$ cat config.mk
export PLATFORM = sky130hd
export DESIGN_NAME = instruction_fetch
export DESIGN_NICKNAME = d
export VERILOG_FILES = /design/src/rtl/instruction_fetch.sv
export SDC_FILE = /design/constraint.sdc
export NUM_CORES = 1
export LEC_CHECK = 0
export ABC_CLOCK_PERIOD_IN_PS = 3800
export CAP_MARGIN = 20
export CORE_ASPECT_RATIO = 1.25
export CORE_MARGIN = 2
export CORE_UTILIZATION = 40
export CTS_BUF_LIST = sky130_fd_sc_hd__clkbuf_2 sky130_fd_sc_hd__clkbuf_4 sky130_fd_sc_hd__clkbuf_8
export DETAILED_ROUTE_END_ITERATION = 7
export PLACE_DENSITY = 0.71
export SLEW_MARGIN = 10
export SYNTH_ARGS = -nofsm -noshare
export SYNTH_HDL_FRONTEND = slang
export SYNTH_SLANG_ARGS = --single-unit
export TNS_END_PERCENT = 1
$ cat constraint.sdc
create_clock -name clk -period 3.8 [get_ports clk]
set_clock_uncertainty 0.2 [all_clocks]
set_input_delay 0.57 -clock clk [delete_from_list [all_inputs] [get_ports clk]]
set_output_delay 0.57 -clock clk [all_outputs]
set_load 0.02 [all_outputs]
$ cat src/rtl/instruction_fetch.sv
// Fetch stage: owns the PC, realigns synchronous-read memory words with their
// addresses and holds one in-flight word in a skid buffer while decode stalls.
module instruction_fetch #(
  parameter int DATA_WIDTH = 32,
  parameter int ADDR_WIDTH = 10,
  parameter int RESET_ADDR = 0
) (
  input  logic                  clk,
  input  logic                  rst,
  input  logic                  stall,
  input  logic                  branch_taken,
  input  logic [ADDR_WIDTH-1:0] branch_target,
  output logic [ADDR_WIDTH-1:0] mem_addr,
  input  logic [DATA_WIDTH-1:0] mem_data,
  output logic [DATA_WIDTH-1:0] instr_out,
  output logic [ADDR_WIDTH-1:0] pc_out,
  output logic                  instr_valid
);

  logic [ADDR_WIDTH-1:0] pc, fetch_pc, skid_pc;
  logic [DATA_WIDTH-1:0] skid_instr;
  logic                  fetch_valid, skid_valid;

  assign mem_addr = pc;

  always_ff @(posedge clk or posedge rst) begin
    if (rst) begin
      pc          <= ADDR_WIDTH'(RESET_ADDR);
      fetch_pc    <= '0;
      fetch_valid <= 1'b0;
      skid_instr  <= '0;
      skid_pc     <= '0;
      skid_valid  <= 1'b0;
      instr_out   <= '0;
      pc_out      <= '0;
      instr_valid <= 1'b0;
    end else if (branch_taken) begin
      // Everything in flight belongs to the wrong path; outputs keep stale data.
      pc          <= branch_target;
      fetch_valid <= 1'b0;
      skid_valid  <= 1'b0;
      instr_valid <= 1'b0;
    end else if (stall) begin
      fetch_valid <= 1'b0;
      // Only the first stall cycle can have a live memory word to capture.
      if (fetch_valid && !skid_valid) begin
        skid_instr <= mem_data;
        skid_pc    <= fetch_pc;
        skid_valid <= 1'b1;
      end
    end else begin
      if (skid_valid) begin
        instr_out <= skid_instr;
        pc_out    <= skid_pc;
      end else if (fetch_valid) begin
        instr_out <= mem_data;
        pc_out    <= fetch_pc;
      end
      instr_valid <= skid_valid | fetch_valid;
      skid_valid  <= 1'b0;
      fetch_pc    <= pc;
      fetch_valid <= 1'b1;
      pc          <= pc + ADDR_WIDTH'(1);
    end
  end

endmodule

==> results of run 1 <==
-- layer usage --
metal | global-route usage | vias to the layer above
met2 | 0.2536 | 73
met3 | 0.02124 | 13
met1 | 0.1995 | 1476
met4 | 0.06836 | 0
li1 | - | 1351
met5 | 0 | -
-- metrics by stage --
stage / utilization / total power [W] / cells / hold slack (ps) / instance area (µm²)
after floorplan: - / 0.002097 / 316 / 252.2 / 4717
after global placement: 0.5030 / 0.002501 / 543 / 261.4 / 5816
after detailed placement: 0.5030 / 0.002541 / 543 / 275.1 / 5816
after CTS: 0.5192 / 0.003209 / 559 / 296.9 / 6002
after global routing: 0.5215 / 0.003343 / 560 / 316.4 / 6030
final: 0.5215 / 0.003168 / 560 / 292.9 / 6030
-- sequential cells by signal, indices dropped and copies added, names as in the netlist --
name and count:
skid_instr 32, fetch_valid 1, pc_out 10, skid_valid 1
mem_addr 10, fetch_pc 10, instr_out 32, skid_pc 10
instr_valid 1
-- cell type report --
type	instances	area, µm²
fill	1020	5532
sequential	107	2679
multi-input combinational	189	1906
timing repair buffer	108	1076
tap	138	172.7
clock buffer	11	151.4
clock inverter	5	35.03
inverter	2	10.01
-- final timing paths --
path	startpoint	end	slack (ps)	cells past startpoint
worst max-delay path	stall	skid_instr[27]	1420	4
worst min-delay path	skid_instr[9]	skid_instr[9]	290	1
worst max register to register	skid_valid	instr_out[13]	1670	4
worst min register to register	skid_instr[9]	skid_instr[9]	290	1
max in group asynchronous	rst	skid_valid	2480	3
min in group asynchronous	rst	instr_out[24]	340	2
-- cell usage in the layout (no fill, tap or decap), types with 2 or more instances in the layout --
cell and count:
clkinv_2 2, nand4b_1 2, o211ai_1 2, dfrtp_1 106, nor2_1 5, o31ai_1 2
mux2_1 5, clkdlybuf4s50_1 98, nand2_1 10, mux2_2 131, o21ai_0 6, inv_6 2
nand3_1 4, xor2_1 4, buf_4 9, or4_1 4, clkbuf_8 11, a31oi_1 2
-- report_power, final --
| part | switching (W) | internal, W | leakage, nW |
|---|---|---|---|
| combinational | 0.000383 | 0.000538 | 1.10 |
| sequential | 0.000166 | 0.00142 | 1.29 |
| clock | 0.000387 | 0.000277 | 0.0961 |
| total | 0.000935 | 0.00223 | 2.48 |
-- logic make-up (layout without fill, tap and decap cells) --
family | count (synthesis) | count (layout) | share of synthesized area
AOI/OAI and AO/OA | 14 | 14 | 0.01883
DFF | 107 | 107 | 0.5676
and+or+nand+nor | 33 | 33 | 0.04828
muxes | 137 | 137 | 0.3268
adders and majority gates | 1 | 1 | 0.002652
xor gates and xnor gates | 4 | 4 | 0.007426
buffers and inverters | 20 | 126 | 0.02838
==> results.yml, run 1 <==
run_status:
  status: "finished clean"
layout:
  nets: 464
  syn_to_final_growth_pct: 27.82
  antenna_cells: 0
  final_layout_size_suffix_gt1_frac: 0.3886
die:
  start_util: 0.4080
  num_rows: 44
  io_pins: 99
  die_w_um: 101.1
  die_h_um: 125.4
  core_um2: 11560
  dieArea_um2: 12680
sta:
  layout_setup_ws_ps: 1422
  rsz0062_at_grt: "no"
  max_freq_mhz: 420.6
  final-hold-violation-count: 0
  setup_viol: 0
  slew_headroom: 0.6576
  worstMarginPinSlew_ps: 511.9
  setup_tns_ps: 0
  finalCritPeriodShare: 0.6257
  drv_slew: 0
  period_needed_ps: 2378
yosys:
  synth.area.top_cells: "dfrtp_1, mux2_2, buf_6, mux2_1, nand2_1"
  ys_warn_count: 0
  synth_commonest_cells: "mux2_2, dfrtp_1, nand2_1"
  async_reset_ff_frac: 1.000
  yosys.area.top_type: "dfrtp_1"
  synth_top_flop_cell: "dfrtp_1"
  synth-seq-cells: 107
  syn_nets: 363
  synth.most_common_cell: "mux2_2"
  synth_top_area_share: 0.5676
  yosysSeqAreaShare: 0.5676
  avgSynthCellArea_um2: 14.93
  synth_edf_count: 0
  synthCells: 316
  synthesis.area_um2: 4717
  synth_cell_types: 30
worst_setup_path:
  critPathRequiredTime_ps: 3840
  crit_fanout: 25
  crit_arrival_ps: 2420
  path_buf_inv: 2
  crit_chain: "clkdlybuf4s50_1, and4bb_2, buf_4, mux2_2"
  crit_path_start_kind: "input port"
  critPathCaptureType: "flop"
  crit_type: "input port to flop"
  cpMaxStageDelayCell: "clkdlybuf4s50_1"
  cp_top_family: "buffers and inverters"
  slowest_delay_ps: 790
clock_tree:
  clk_latency_ps: 360
  clk_root_buffer_cell: "clkbuf_8"
  hold_buffers: 0
  cts_tree: "done"
  cts_max_path_buffers: 2
  cts_setup_buffers: 0
  cts.sinks: 107
  h-tree-depth: 3
  cts_inserted_buffers: 9
  clk_pin_slew_ps: 90
  cts_resized: 0
detailed_routing:
  wl_um: 9097
  routed-wl-met2_um: 4572
  antenna_left: 0
  drt_iter0_markers: 32
  top_layer: "met4"
  vias: 2913
  drc_errors: 0
  routed-wl-met3_um: 358
  first_pass_iters: 4
  wl_met1_um: 3967
  viasPerCell: 5.202
  wl_per_cell_um: 16.24
place:
  io_buffer_count: 98
  place_hpwl_um: 6187
  gp_congestion: 0.7218
  place_ws_ps: 1046
pwr:
  vdd_drop_max_uv: 227.7
  powerDensity_nw_per_um2: 525.4
  p_leak_nw: 2.481
global_routing:
  grt_pass1_wl_um: 15310
  grt_pass1_vias: 3071
  grt_use_total: 0.1536
  grt_max_degree: 81
  antenna_found_initial: 0
  overflow: 0
job:
  max_cap_violations: 0
worst_hold_path:
  hp-class: "flop to flop"
No activity file was read; power rests on OpenSTA's default activity.
==> run 2, diff against run 1 <==
--- a/config.mk
+++ b/config.mk
@@ -5,14 +5,14 @@
 export SDC_FILE = /design/constraint.sdc
 export NUM_CORES = 1
 export LEC_CHECK = 0
-export ABC_CLOCK_PERIOD_IN_PS = 3800
+export ABC_CLOCK_PERIOD_IN_PS = 2300
 export CAP_MARGIN = 20
 export CORE_ASPECT_RATIO = 1.25
 export CORE_MARGIN = 2
 export CORE_UTILIZATION = 40
 export CTS_BUF_LIST = sky130_fd_sc_hd__clkbuf_2 sky130_fd_sc_hd__clkbuf_4 sky130_fd_sc_hd__clkbuf_8
 export DETAILED_ROUTE_END_ITERATION = 7
-export PLACE_DENSITY = 0.71
+export PLACE_DENSITY = 0.68
 export SLEW_MARGIN = 10
 export SYNTH_ARGS = -nofsm -noshare
 export SYNTH_HDL_FRONTEND = slang
==> constraint.sdc (replaced) <==
create_clock -name clk -period 2.3 [get_ports clk]
set_clock_uncertainty 0.2 [all_clocks]
set_input_delay 0.345 -clock clk [delete_from_list [all_inputs] [get_ports clk]]
set_output_delay 0.345 -clock clk [all_outputs]
set_load 0.02 [all_outputs]
==> run 2 against run 1 <==
Critical path depth shrank 3. Flip-flop and latch count unchanged. Cell count is 0.36% higher. Final area rose by 0.85%. Routed wire length rose by 1.5%. Clock power is 63% higher. Global-route usage fell by 0.18 points. Die area is the same. Power increased by 65%. Sequential power increased by 65%. Count of clock-buffer cells in the layout up 1. Via count is 1.6% lower. Largest cell class unchanged. Highest routed layer unchanged.
==> results.yml, run 2 (synthesis results as in run 1) <==
run_status:
  status: "finished clean"
layout:
  final_cells: 562
  antenna_cells: 0
  reg_top3: "instr_out (32), skid_instr (32)"
  nets: 466
  final_layout_size_suffix_gt1_frac: 0.3915
  final_cell_mix: "mux2_2, dfrtp_1, clkdlybuf4s50_1, nand2_1, clkbuf_8"
  final_common_cell: "mux2_2"
  fill_cells: 1009
  syn_to_final_growth_pct: 28.91
sta:
  slew_headroom: 0.6246
  period_needed_ps: 2126
  final-hold-violation-count: 0
  setup_tns_ps: 0
  max_freq_mhz: 470.3
  rsz0062_at_grt: "no"
  drv_slew: 0
  finalCritPeriodShare: 0.9245
  worstMarginPinSlew_ps: 563.0
  setup_viol: 0
clock_tree:
  cts.sinks: 107
  hold_buffers: 0
  clk_pin_slew_ps: 100
  cts_inserted_buffers: 9
  cts_max_path_buffers: 2
  clk_root_buffer_cell: "clkbuf_8"
  cts_tree: "done"
  h-tree-depth: 3
  clk_latency_ps: 370
  cts_setup_buffers: 0
  cts_resized: 0
global_routing:
  overflow: 0
  grt_use_total: 0.1517
  grt_pass1_vias: 2872
  grt_pass1_wl_um: 14800
  grt_max_degree: 108
  antenna_found_initial: 0
worst_setup_path:
  timing.rr.end: "mem_addr[6]"
  slowest_delay_ps: 690
  cp_top_family: "buffers and inverters"
  path_buf_inv: 1
  crit_chain: "clkdlybuf4s50_1"
  crit_arrival_ps: 1580
  reg2reg_depth: 5
  crit_fanout: 7
  cpMaxStageDelayCell: "clkdlybuf4s50_1"
  r2r_setup_slack_ps: 460
  critPathCaptureType: "output port"
  crit_path_start_kind: "flop"
  r2r-start: "mem_addr[0]"
  crit_type: "flop to output port"
  critPathRequiredTime_ps: 1750
detailed_routing:
  routed-wl-met3_um: 268
  first_pass_iters: 3
  vias: 2866
  wl_per_cell_um: 16.42
  drc_errors: 0
  routed-wl-met2_um: 4827
  top_layer: "met4"
  drt_iter0_markers: 81
  viasPerCell: 5.100
  wl_met1_um: 3955
  wl_um: 9230
  antenna_left: 0
worst_hold_path:
  hp-class: "input port to asynchronous set/reset pin"
place:
  place_hpwl_um: 6189
  gp_congestion: 0.7322
  io_buffer_count: 98
  placed_cells: 546
die:
  die_h_um: 125.4
  start_util: 0.4080
  die_w_um: 101.1
  io_pins: 99
  core_um2: 11560
  dieArea_um2: 12680
  num_rows: 44
job:
  max_cap_violations: 0
pwr:
  p_leak_nw: 2.492
  powerDensity_nw_per_um2: 859.1
  vdd_drop_max_uv: 309.0
[run 2: cell types whose count changed in the layout (fill, tap and decap cells not counted), sizes merged]
cell | before | now
inv | 4 | 1
buf | 10 | 12
clkbuf | 11 | 12
clkinv | 2 | 3
clkinvlp | 1 | 2
[run 2: area by class of cell]
class / instances / area, µm² / share of cell area
inverters: 2 / 11.26 / 0.001852
clock buffers: 12 / 152.6 / 0.02510
repair buffers: 110 / 1134 / 0.1864
well taps: 138 / 172.7 / 0.02840
flip-flops and latches: 107 / 2679 / 0.4405
multi-input cells: 189 / 1906 / 0.3134
clock inverters: 4 / 26.28 / 0.004321
[run 2: report_power, final]
group | switching (W) | internal (W) | total [W]
Combinational | 0.000643 | 0.000895 | 0.00154
Sequential | 0.000264 | 0.00234 | 0.00261
Clock | 0.000633 | 0.000447 | 0.00108
[run 2: worst max-delay path by stage]
stage | from | endpoint | slack (ps) | cells after the start
after floorplan | rst | fetch_pc[0] | 470 | 1
after global routing | mem_addr[2] | mem_addr[2] | 100 | 1
after CTS | mem_addr[2] | mem_addr[2] | 150 | 1
after detailed placement | stall | skid_instr[7] | 110 | 4
final | mem_addr[2] | mem_addr[2] | 170 | 1
after global placement | stall | skid_instr[16] | 150 | 4
[run 2: stage by stage]
| step | total power (W) | setup slack (ps) | hold WS [ps] | cell area (µm²) | utilization |
|---|---|---|---|---|---|
| after floorplan | 0.003465 | 467.5 | 252.2 | 4721 | - |
| after global placement | 0.004157 | 150.4 | 261.2 | 5902 | 0.5105 |
| after detailed placement | 0.004217 | 111.7 | 272.6 | 5902 | 0.5105 |
| after CTS | 0.005304 | 145.5 | 296.2 | 6081 | 0.5260 |
| after global routing | 0.005507 | 101.0 | 323.1 | 6081 | 0.5260 |
| final | 0.005224 | 173.6 | 284.3 | 6081 | 0.5260 |
[run 2: per-layer routing]
layer,global-route usage,vias up
met5,0,-
met1,0.1909,1459
met4,0.07393,0
li1,-,1345
met2,0.2552,51
met3,0.01956,11
==> run 3, diff against run 2 <==
--- a/config.mk
+++ b/config.mk
@@ -12,7 +12,7 @@
 export CORE_UTILIZATION = 40
 export CTS_BUF_LIST = sky130_fd_sc_hd__clkbuf_2 sky130_fd_sc_hd__clkbuf_4 sky130_fd_sc_hd__clkbuf_8
 export DETAILED_ROUTE_END_ITERATION = 7
-export PLACE_DENSITY = 0.68
+export PLACE_DENSITY = 0.66
 export SLEW_MARGIN = 10
 export SYNTH_ARGS = -nofsm -noshare
 export SYNTH_HDL_FRONTEND = slang
==> run 3 against run 2 <==
Hold slack got worse by 110 ps. Die area did not move. Non-clock buffer count stayed put. Combinational power barely moved. Count of clock-buffer cells in the layout grew 3. Critical endpoint unchanged.
==> results.yml, run 3 (synthesis results as in run 1) <==
detailed_routing:
  drc_errors: 0
  routed-wl-met3_um: 262
  vias: 2867
  wl_per_cell_um: 15.95
  first_pass_iters: 4
  wl_um: 8965
  drt_iter0_markers: 122
  viasPerCell: 5.101
  wl_met1_um: 3953
  routed-wl-met2_um: 4606
  top_layer: "met4"
  antenna_left: 0
sta:
  slew_headroom: 0.6427
  max_freq_mhz: 474.4
  drv_slew: 0
  setup_tns_ps: 0
  final-hold-violation-count: 0
  finalCritPeriodShare: 0.9166
  setup_viol: 0
  worstMarginPinSlew_ps: 534.9
  rsz0062_at_grt: "no"
  period_needed_ps: 2108
worst_setup_path:
  slowest_delay_ps: 670
  crit_type: "flop to output port"
  cp_top_family: "buffers and inverters"
  crit_path_start_kind: "flop"
  cpMaxStageDelayCell: "clkdlybuf4s50_1"
  path_buf_inv: 1
  critPathRequiredTime_ps: 1750
  crit_arrival_ps: 1560
  critPathCaptureType: "output port"
  crit_fanout: 7
  crit_chain: "clkdlybuf4s50_1"
global_routing:
  grt_max_degree: 47
  grt_pass1_vias: 3037
  grt_pass1_wl_um: 14930
  overflow: 0
  antenna_found_initial: 0
  grt_use_total: 0.1495
die:
  io_pins: 99
  start_util: 0.4080
  core_um2: 11560
  die_w_um: 101.1
  die_h_um: 125.4
  dieArea_um2: 12680
  num_rows: 44
layout:
  syn_to_final_growth_pct: 29.60
  nets: 466
  final_common_cell: "mux2_2"
  final_layout_size_suffix_gt1_frac: 0.3915
  antenna_cells: 0
  final_cell_mix: "mux2_2, dfrtp_1, clkdlybuf4s50_1, clkbuf_8, nand2_1"
  fill_cells: 1016
  final_cells: 562
  multi_input_area_um2: 1906
  reg_top3: "instr_out (32), skid_instr (32)"
  seqCellArea_um2: 2679
pwr:
  p_clk_frac: 0.214
  p_leak_nw: 2.511
  sequentialPowerShare: 0.496
  switchingPower_w: 0.001496
  netSwitchingFraction: 0.2838
  vdd_drop_max_uv: 442.6
  pwr-share-comb: 0.290
  power.internal_w: 0.003776
  powerDensity_nw_per_um2: 862.4
place:
  io_buffer_count: 98
  placed_cells: 546
  place_hpwl_um: 6158
  gp_congestion: 0.7522
clock_tree:
  cts_max_path_buffers: 2
  clk_latency_ps: 360
  clk_pin_slew_ps: 90
  h-tree-depth: 3
  cts_resized: 0
  cts.sinks: 107
  cts_inserted_buffers: 9
  hold_buffers: 0
  cts_tree: "done"
  cts_setup_buffers: 0
  clk_root_buffer_cell: "clkbuf_8"
job:
  max_cap_violations: 0
run_status:
  status: "finished clean"
worst_hold_path:
  hp-class: "input port to asynchronous set/reset pin"
-- run 3: cell types whose count changed in the layout (fill, tap and decap cells not counted), sizes merged --
cell | before | now
clkinv | 3 | 1
clkinvlp | 2 | 1
clkbuf | 12 | 15
-- run 3: final cells by class --
cell class	instances	area share
well taps	138	0.02824
clock inverters	1	0.0008187
flip-flops and latches	107	0.4382
clock buffers	15	0.03172
multi-input cells	189	0.3117
repair buffers	110	0.1875
inverters	2	0.001842
-- run 3: power by group through the flow --
stage	combinational [W]	clock (W)	sequential, W
2_1_floorplan	0.000587	0	0.00288
6_report	0.00153	0.00113	0.00261
4_1_cts	0.00155	0.00118	0.00262
3_5_place_dp	0.00155	0	0.00266
3_3_place_gp	0.00152	0	0.00264
5_1_grt	0.00163	0.00126	0.00269
-- run 3: worst paths after layout --
kind                                 from        endpoint  slack [ps]  cells past startpoint
max                           mem_addr[2]     mem_addr[2]         190                      1
min                                   rst   instr_out[13]         170                      2
max reg2reg                   mem_addr[0]     mem_addr[8]         430                      4
min reg2reg                skid_instr[12]  skid_instr[12]         290                      1
max in group asynchronous             rst    instr_out[4]        1130                      3
min in group clk           skid_instr[12]  skid_instr[12]         290                      1
-- run 3: metal layers --
layer,GRT usage,vias to the layer above
li1,-,1341
met1,0.1938,1454
met2,0.2466,62
met3,0.02124,10
met4,0.06677,0
met5,0,-
-- run 3: per-stage QoR --
stage          utilization  worst slack, ps  power (W)  cell area, µm²  hold slack [ps]
2_1_floorplan            -            467.5   0.003465            4721            252.2
3_3_place_gp        0.5116            117.2   0.004159            5914            261.4
3_5_place_dp        0.5116            85.67   0.004207            5914            272.0
4_1_cts             0.5288            163.0   0.005353            6113            168.5
5_1_grt             0.5288            102.5   0.005574            6113            191.7
6_report            0.5288            191.9   0.005272            6113            171.3
